### config.mk
export PLATFORM = sky130hd
export DESIGN_NAME = monitor_report_scheduler
export DESIGN_NICKNAME = d
export VERILOG_FILES = /design/src/rtl/monitor_sched_pkg.sv /design/src/rtl/rr_pick.sv /design/src/rtl/monitor_report_scheduler.sv
export SDC_FILE = /design/constraint.sdc
export NUM_CORES = 2
export LEC_CHECK = 0
export CORE_ASPECT_RATIO = 0.75
export CORE_UTILIZATION = 40
export CTS_CLUSTER_SIZE = 14
export DETAILED_ROUTE_END_ITERATION = 7
export PLACE_DENSITY_LB_ADDON = 0.05
export SLEW_MARGIN = 0
export SYNTH_ARGS = -nofsm -noshare
export SYNTH_HDL_FRONTEND = slang
export SYNTH_SLANG_ARGS = --single-unit
export TNS_END_PERCENT = 10
### constraint.sdc
create_clock -name clk -period 23.5 [get_ports clk]
set_input_delay 4.7 -clock clk [delete_from_list [all_inputs] [get_ports clk]]
set_output_delay 4.7 -clock clk [all_outputs]
set_load 0.02 [all_outputs]
### src/rtl/monitor_sched_pkg.sv
// Shared types and constants for the report scheduler: FSM states, id width
// helper and the drop counter width.
package monitor_sched_pkg;

    typedef enum logic [1:0] {IDLE, RST, RUN, DRAIN} sched_state_e;

    localparam int DROP_W          = 16;
    localparam int NUM_REPORTS_DEF = 36;

    function automatic int id_width(input int n);
        return (n > 1) ? $clog2(n) : 1;
    endfunction

    localparam int ID_W = id_width(NUM_REPORTS_DEF);

endpackage

### src/rtl/rr_pick.sv
// Combinational round-robin finder: first set bit of vec_i at or after ptr_i,
// wrapping past N-1 back to 0.
module rr_pick #(
    parameter int N    = 36,
    parameter int ID_W = 6
) (
    input  logic [N-1:0]    vec_i,
    input  logic [ID_W-1:0] ptr_i,
    output logic            found_o,
    output logic [ID_W-1:0] idx_o
);

    logic [ID_W:0] k;

    // Walk offsets from farthest to nearest so the nearest hit is written last.
    always_comb begin
        found_o = 1'b0;
        idx_o   = '0;
        k       = '0;
        for (int i = N - 1; i >= 0; i--) begin
            k = {1'b0, ptr_i} + (ID_W+1)'(i);
            if (k >= (ID_W+1)'(N)) k = k - (ID_W+1)'(N);
            if (vec_i[k[ID_W-1:0]]) begin
                found_o = 1'b1;
                idx_o   = k[ID_W-1:0];
            end
        end
    end

endmodule

### src/rtl/monitor_report_scheduler.sv
// Sequences one automata stage: feeds trace symbols, captures report pulses
// into a pending bitmap and serialises them round-robin onto one channel.
module monitor_report_scheduler
    import monitor_sched_pkg::*;
#(
    parameter int NUM_REPORTS = 36,
    parameter int SYM_W       = 8,
    parameter int TS_W        = 32,
    parameter int REPORT_LAT  = 1,
    parameter int RST_CYCLES  = 2,
    parameter int HIGH_WATER  = 8
) (
    input  logic                             clk,
    input  logic                             reset,
    input  logic                             start,
    input  logic                             stop,
    input  logic                             sym_valid,
    output logic                             sym_ready,
    input  logic [SYM_W-1:0]                 sym_in,
    output logic                             run,
    output logic [SYM_W-1:0]                 top_symbols,
    output logic                             auto_reset,
    input  logic [NUM_REPORTS-1:0]           rep_in,
    output logic                             rpt_valid,
    input  logic                             rpt_ready,
    output logic [id_width(NUM_REPORTS)-1:0] rpt_id,
    output logic [TS_W-1:0]                  rpt_ts,
    output logic [DROP_W-1:0]                drop_cnt,
    output logic                             busy,
    output logic                             done
);

    localparam int RID_W = id_width(NUM_REPORTS);
    localparam int CNT_W = $clog2(NUM_REPORTS + 1);
    localparam int RC_W  = (RST_CYCLES > 1) ? $clog2(RST_CYCLES) : 1;

    function automatic logic [CNT_W-1:0] popcount(input logic [NUM_REPORTS-1:0] v);
        logic [CNT_W-1:0] c;
        c = '0;
        for (int i = 0; i < NUM_REPORTS; i++) c = c + CNT_W'(v[i]);
        return c;
    endfunction

    function automatic logic [DROP_W-1:0] sat_add(input logic [DROP_W-1:0] a,
                                                  input logic [CNT_W-1:0]  b);
        logic [DROP_W:0] s;
        s = {1'b0, a} + (DROP_W+1)'(b);
        return s[DROP_W] ? '1 : s[DROP_W-1:0];
    endfunction

    sched_state_e           state_q;
    logic [RC_W-1:0]        rcnt_q;
    logic [TS_W-1:0]        idx_q, run_ts_q;
    logic [REPORT_LAT-1:0]  rs_vld_q;
    logic [TS_W-1:0]        rs_ts_q [REPORT_LAT];
    logic [NUM_REPORTS-1:0] pend_q, pend_d;
    logic [TS_W-1:0]        ts_q [NUM_REPORTS];
    logic [RID_W-1:0]       ptr_q, gnt_id;
    logic [CNT_W-1:0]       pcnt_q;
    logic                   gnt_found, grant, xfer, rep_sample, pipe_empty;
    logic [NUM_REPORTS-1:0] gnt_mask, cap_set, drop_mask;
    logic [TS_W-1:0]        rep_ts;

    rr_pick #(.N(NUM_REPORTS), .ID_W(RID_W)) u_pick (
        .vec_i  (pend_q),
        .ptr_i  (ptr_q),
        .found_o(gnt_found),
        .idx_o  (gnt_id)
    );

    assign rep_sample = rs_vld_q[REPORT_LAT-1];
    assign rep_ts     = rs_ts_q[REPORT_LAT-1];
    assign sym_ready  = (state_q == RUN) && (int'(pcnt_q) < HIGH_WATER);
    assign xfer       = sym_valid && sym_ready;
    assign busy       = (state_q != IDLE);
    assign grant      = gnt_found && (!rpt_valid || rpt_ready);
    assign pipe_empty = !run && (rs_vld_q == '0);

    // A bit granted this cycle frees its slot, so a same-cycle capture re-arms it.
    always_comb begin
        gnt_mask = '0;
        if (grant) gnt_mask[gnt_id] = 1'b1;
        cap_set   = rep_sample ? rep_in : '0;
        drop_mask = cap_set & pend_q & ~gnt_mask;
        pend_d    = (pend_q & ~gnt_mask) | (cap_set & ~drop_mask);
    end

    always_ff @(posedge clk) begin
        for (int i = 0; i < NUM_REPORTS; i++)
            if (cap_set[i] && !drop_mask[i]) ts_q[i] <= rep_ts;
    end

    always_ff @(posedge clk or posedge reset) begin
        if (reset) begin
            state_q     <= IDLE;
            rcnt_q      <= '0;
            idx_q       <= '0;
            run_ts_q    <= '0;
            rs_vld_q    <= '0;
            for (int k = 0; k < REPORT_LAT; k++) rs_ts_q[k] <= '0;
            pend_q      <= '0;
            pcnt_q      <= '0;
            ptr_q       <= '0;
            run         <= 1'b0;
            top_symbols <= '0;
            auto_reset  <= 1'b0;
            rpt_valid   <= 1'b0;
            rpt_id      <= '0;
            rpt_ts      <= '0;
            drop_cnt    <= '0;
            done        <= 1'b0;
        end else begin
            done <= 1'b0;
            run  <= xfer;
            if (xfer) begin
                top_symbols <= sym_in;
                run_ts_q    <= idx_q;
                idx_q       <= idx_q + TS_W'(1);
            end
            // Run-delay pipeline: each slot carries the index of its symbol.
            rs_vld_q[0] <= run;
            rs_ts_q[0]  <= run_ts_q;
            for (int k = 1; k < REPORT_LAT; k++) begin
                rs_vld_q[k] <= rs_vld_q[k-1];
                rs_ts_q[k]  <= rs_ts_q[k-1];
            end
            pend_q   <= pend_d;
            pcnt_q   <= popcount(pend_d);
            drop_cnt <= sat_add(drop_cnt, popcount(drop_mask));
            if (grant) begin
                rpt_valid <= 1'b1;
                rpt_id    <= gnt_id;
                rpt_ts    <= ts_q[gnt_id];
                ptr_q     <= (gnt_id == RID_W'(NUM_REPORTS - 1)) ? '0 : gnt_id + RID_W'(1);
            end else if (rpt_ready) begin
                rpt_valid <= 1'b0;
            end
            case (state_q)
                IDLE: if (start) begin
                    state_q    <= RST;
                    auto_reset <= 1'b1;
                    rcnt_q     <= '0;
                    pend_q     <= '0;
                    pcnt_q     <= '0;
                    idx_q      <= '0;
                    drop_cnt   <= '0;
                    ptr_q      <= '0;
                end
                RST: if (rcnt_q == RC_W'(RST_CYCLES - 1)) begin
                    auto_reset <= 1'b0;
                    state_q    <= RUN;
                end else begin
                    rcnt_q <= rcnt_q + RC_W'(1);
                end
                RUN: if (stop) state_q <= DRAIN;
                DRAIN: if (pipe_empty && (pend_q == '0) && !rpt_valid) begin
                    state_q <= IDLE;
                    done    <= 1'b1;
                end
                default: state_q <= IDLE;
            endcase
        end
    end

endmodule

==> results.cfg <==
[flow_run]
cap_violations = 0

[critical_path]
crit_path_frequent_cell = fa_1
critPathBufInv = 3
cp_data_arrival_time_ns = 16.22
r2r_setup_slack_ns = 7.92
cp-end-kind = flip-flop
crit_start = ptr_q[1]
cp_max_fo = 38
slowest_stage = a21boi_1
reg2reg_from = ptr_q[1]
startpoint_type = flip-flop
cp_top_family = compound AO/OA/AOI/OAI gates
r2r_end = drop_cnt[0]
path_class = reg2reg
reg2reg_depth = 40
cp_slowest_stage_delay_ns = 1.13
required_ns = 24.14

[floorplan]
coreArea_um2 = 179000
pin_count = 118
die_area_um2 = 183000
rows = 134
die_x_um = 493
start_util_pct = 40.5
die_h_um = 371

[hold_path]
min-delay-start = run_ts_q[17]
hold_depth = 0
hp-class = reg2reg
hold_path_end = rep_ts[17]

[global_route]
gr-total-overflow = 0
grt_pass1_wl_mm = 431
grt_use_total_pct = 33.6
antenna_found_initial = 32
grt_max_degree = 125
grt_pass1_vias = 52700

[clock_network]
clkTransAtPathRegs_ns = 0.09
post_cts_buffers = 0
clock_latency_ns = 0.80
cts_buffers = 142
clockRootBuffer = clkbuf_16
cts.hold.buffers_added = 0
htree_levels = 4
clkSinkCount = 1363
clockBufferDepth = 3
cts_tree = yes
post_cts_resized = 0

[synthesis]
synth_cells = 6310
ys.flop_type = edfxtp_1
synth-seq-cells = 1363
yosysWarnings = 0
synthTopCellsByCount = edfxtp_1 (1152), nand2_1 (914), mux2i_1 (483)
yosysSeqAreaShare_pct = 55.0
synth_area_leaders = edfxtp_1 (48%), dfrtp_1 (7.3%), mux2i_1 (6.7%), nand2_1 (4.7%), nand3_1 (1.8%)
yosysMostFrequentCell = edfxtp_1
synth_fp_nets = 6496
synth.top_cell.area_share_pct = 47.8
ys_types = 115
synth_area_per_cell_um2 = 11.5
synth_area_um2 = 72400
synth_edf_count = 1152
synth_top_area_cell = edfxtp_1
async_reset_ff_share_pct = 15.5

[detailed_routing]
drc = 0
drtPass1Iterations = 8
wl_per_cell_um = 35.1
antenna_left = 0
vias = 57300
via_per_inst = 6.44
drtIter0Drc = 7974
drt_wl_total_mm = 312

[placed_design]
place_congestion = 1.05
hpwl_mm = 206
place_area_um2 = 76700
io_buffers = 117

[timing]
worst_pin_slew_ns = 1.46
relSlewSlack_pct = 2.16
final_hold_viol_count = 0
finalSetupTns_ns = 0
slew_violations = 0
grt_setup_unrepaired = no
setup_violations = 0
post-route-period-util_pct = 66.3
finClkSkew_ns = 0.0635
min_period_ns = 15.58
max_freq_ghz = 0.0642

[finish]
drive_gt1_share_pct = 10.4
final_nets = 6568
postLayoutCellArea_um2 = 81300
area_growth_pct = 12.3

[outcome]
outcome = finished clean
worst max-delay path by stage:
stage	slack, ns	cells past startpoint	to
detailed placement	8.34	37	drop_cnt[11]
global placement	8.39	37	drop_cnt[0]
CTS	8.34	37	drop_cnt[1]
floorplan	10.88	52	drop_cnt[10]
finish	7.92	40	drop_cnt[0]
global route	7.34	37	drop_cnt[8]
stage by stage:
| step | std cells | setup slack (ns) | hold slack, ns | util (%) |
|---|---|---|---|---|
| 2_1_floorplan | 6310 | 10.88 | 0.354 | - |
| 5_1_grt | 8882 | 7.34 | 0.374 | 45.4 |
| 4_1_cts | 8882 | 8.34 | 0.374 | 45.4 |
| 3_3_place_gp | 8618 | 8.39 | 0.359 | 42.9 |
| 3_5_place_dp | 8618 | 8.34 | 0.358 | 42.9 |
| 6_report | 8900 | 7.92 | 0.370 | 45.5 |
cell families (layout without fill, tap and decap cells):
group           Yosys count  after routing  synth area share [%]
simple gates           2155           2155                  14.0
compound gates         1443           1443                  14.1
flops                  1363           1363                  55.0
mux                     580            580                  9.05
buf+inv                 511            703                  3.23
fa+ha+maj               136            136                  2.94
xor+xnor                122            122                  1.56
other cells               0             18                     0
layout make-up:
cell class	count	area, um^2
antenna	18	45.0
clock buffer	203	3930
clock inverter	61	664
fill	16500	97600
inverter	131	499
multi-input combinational	4436	30700
sequential	1363	39900
tap	2380	2980
timing repair buffer	308	2660
placed cells by master, fill, tap and decap left out, types with 28 or more instances in the layout:
cell type	n
xnor2_1	84
a221oi_1	28
xor2_1	31
nor2b_1	38
o211ai_1	73
o31ai_1	29
and2_1	46
mux2_2	41
and3_1	85
o22ai_1	83
nand2b_1	44
mux4_2	56
dfrtp_1	204
ha_1	76
nor2_4	36
nand2_1	911
a22oi_1	48
a21oi_1	229
edfxtp_1	1152
a21o_1	40
nand3_1	263
a211oi_1	77
nor4_1	56
o21ai_0	219
inv_1	121
o21a_1	59
fa_1	57
or3_1	35
clkdlybuf4s50_1	117
a32oi_1	28
nor2_1	287
mux2i_1	483
nor3_1	131
clkbuf_1	47
buf_4	187
nand4_1	58
a31oi_1	113
clkbuf_16	143
o2111ai_1	28
worst reg2reg max path: cells and delay by family, from the launching register on:
kind	cells	cell delay, ns
buffers and inverters	3	0.95
AND/OR/NAND/NOR	14	3.50
adder cells (fa/ha/maj)	10	4.91
AO/OA/AOI/OAI	12	5.33
multiplexers	1	0.37
flip-flops	1	0.35
flip-flops by register name, summed over array words and instances, names as in the netlist:
signal / cells
drop_cnt: 16
run: 1
rcnt_q: 1
rpt_id: 6
auto_reset: 1
rep_sample: 1
ptr_q: 6
top_symbols: 8
run_ts_q: 32
pend_q: 36
done: 1
rpt_ts: 32
state_q: 2
ts_q: 1152
idx_q: 32
rep_ts: 32
rpt_valid: 1
pcnt_q: 3
layer usage:
layer / GRT usage (%) / up-vias / part of all wire (%)
met5: 0 / - / 0.023
met4: 8.31 / 10 / 2.5
met3: 7.32 / 404 / 9.8
met2: 46.1 / 3098 / 40
met1: 52.7 / 29500 / 47
li1: - / 24300 / -
Power is left out: the tool's default activity adds up to more than one toggle a clock period on the data nets, which glitch-free logic cannot reach.
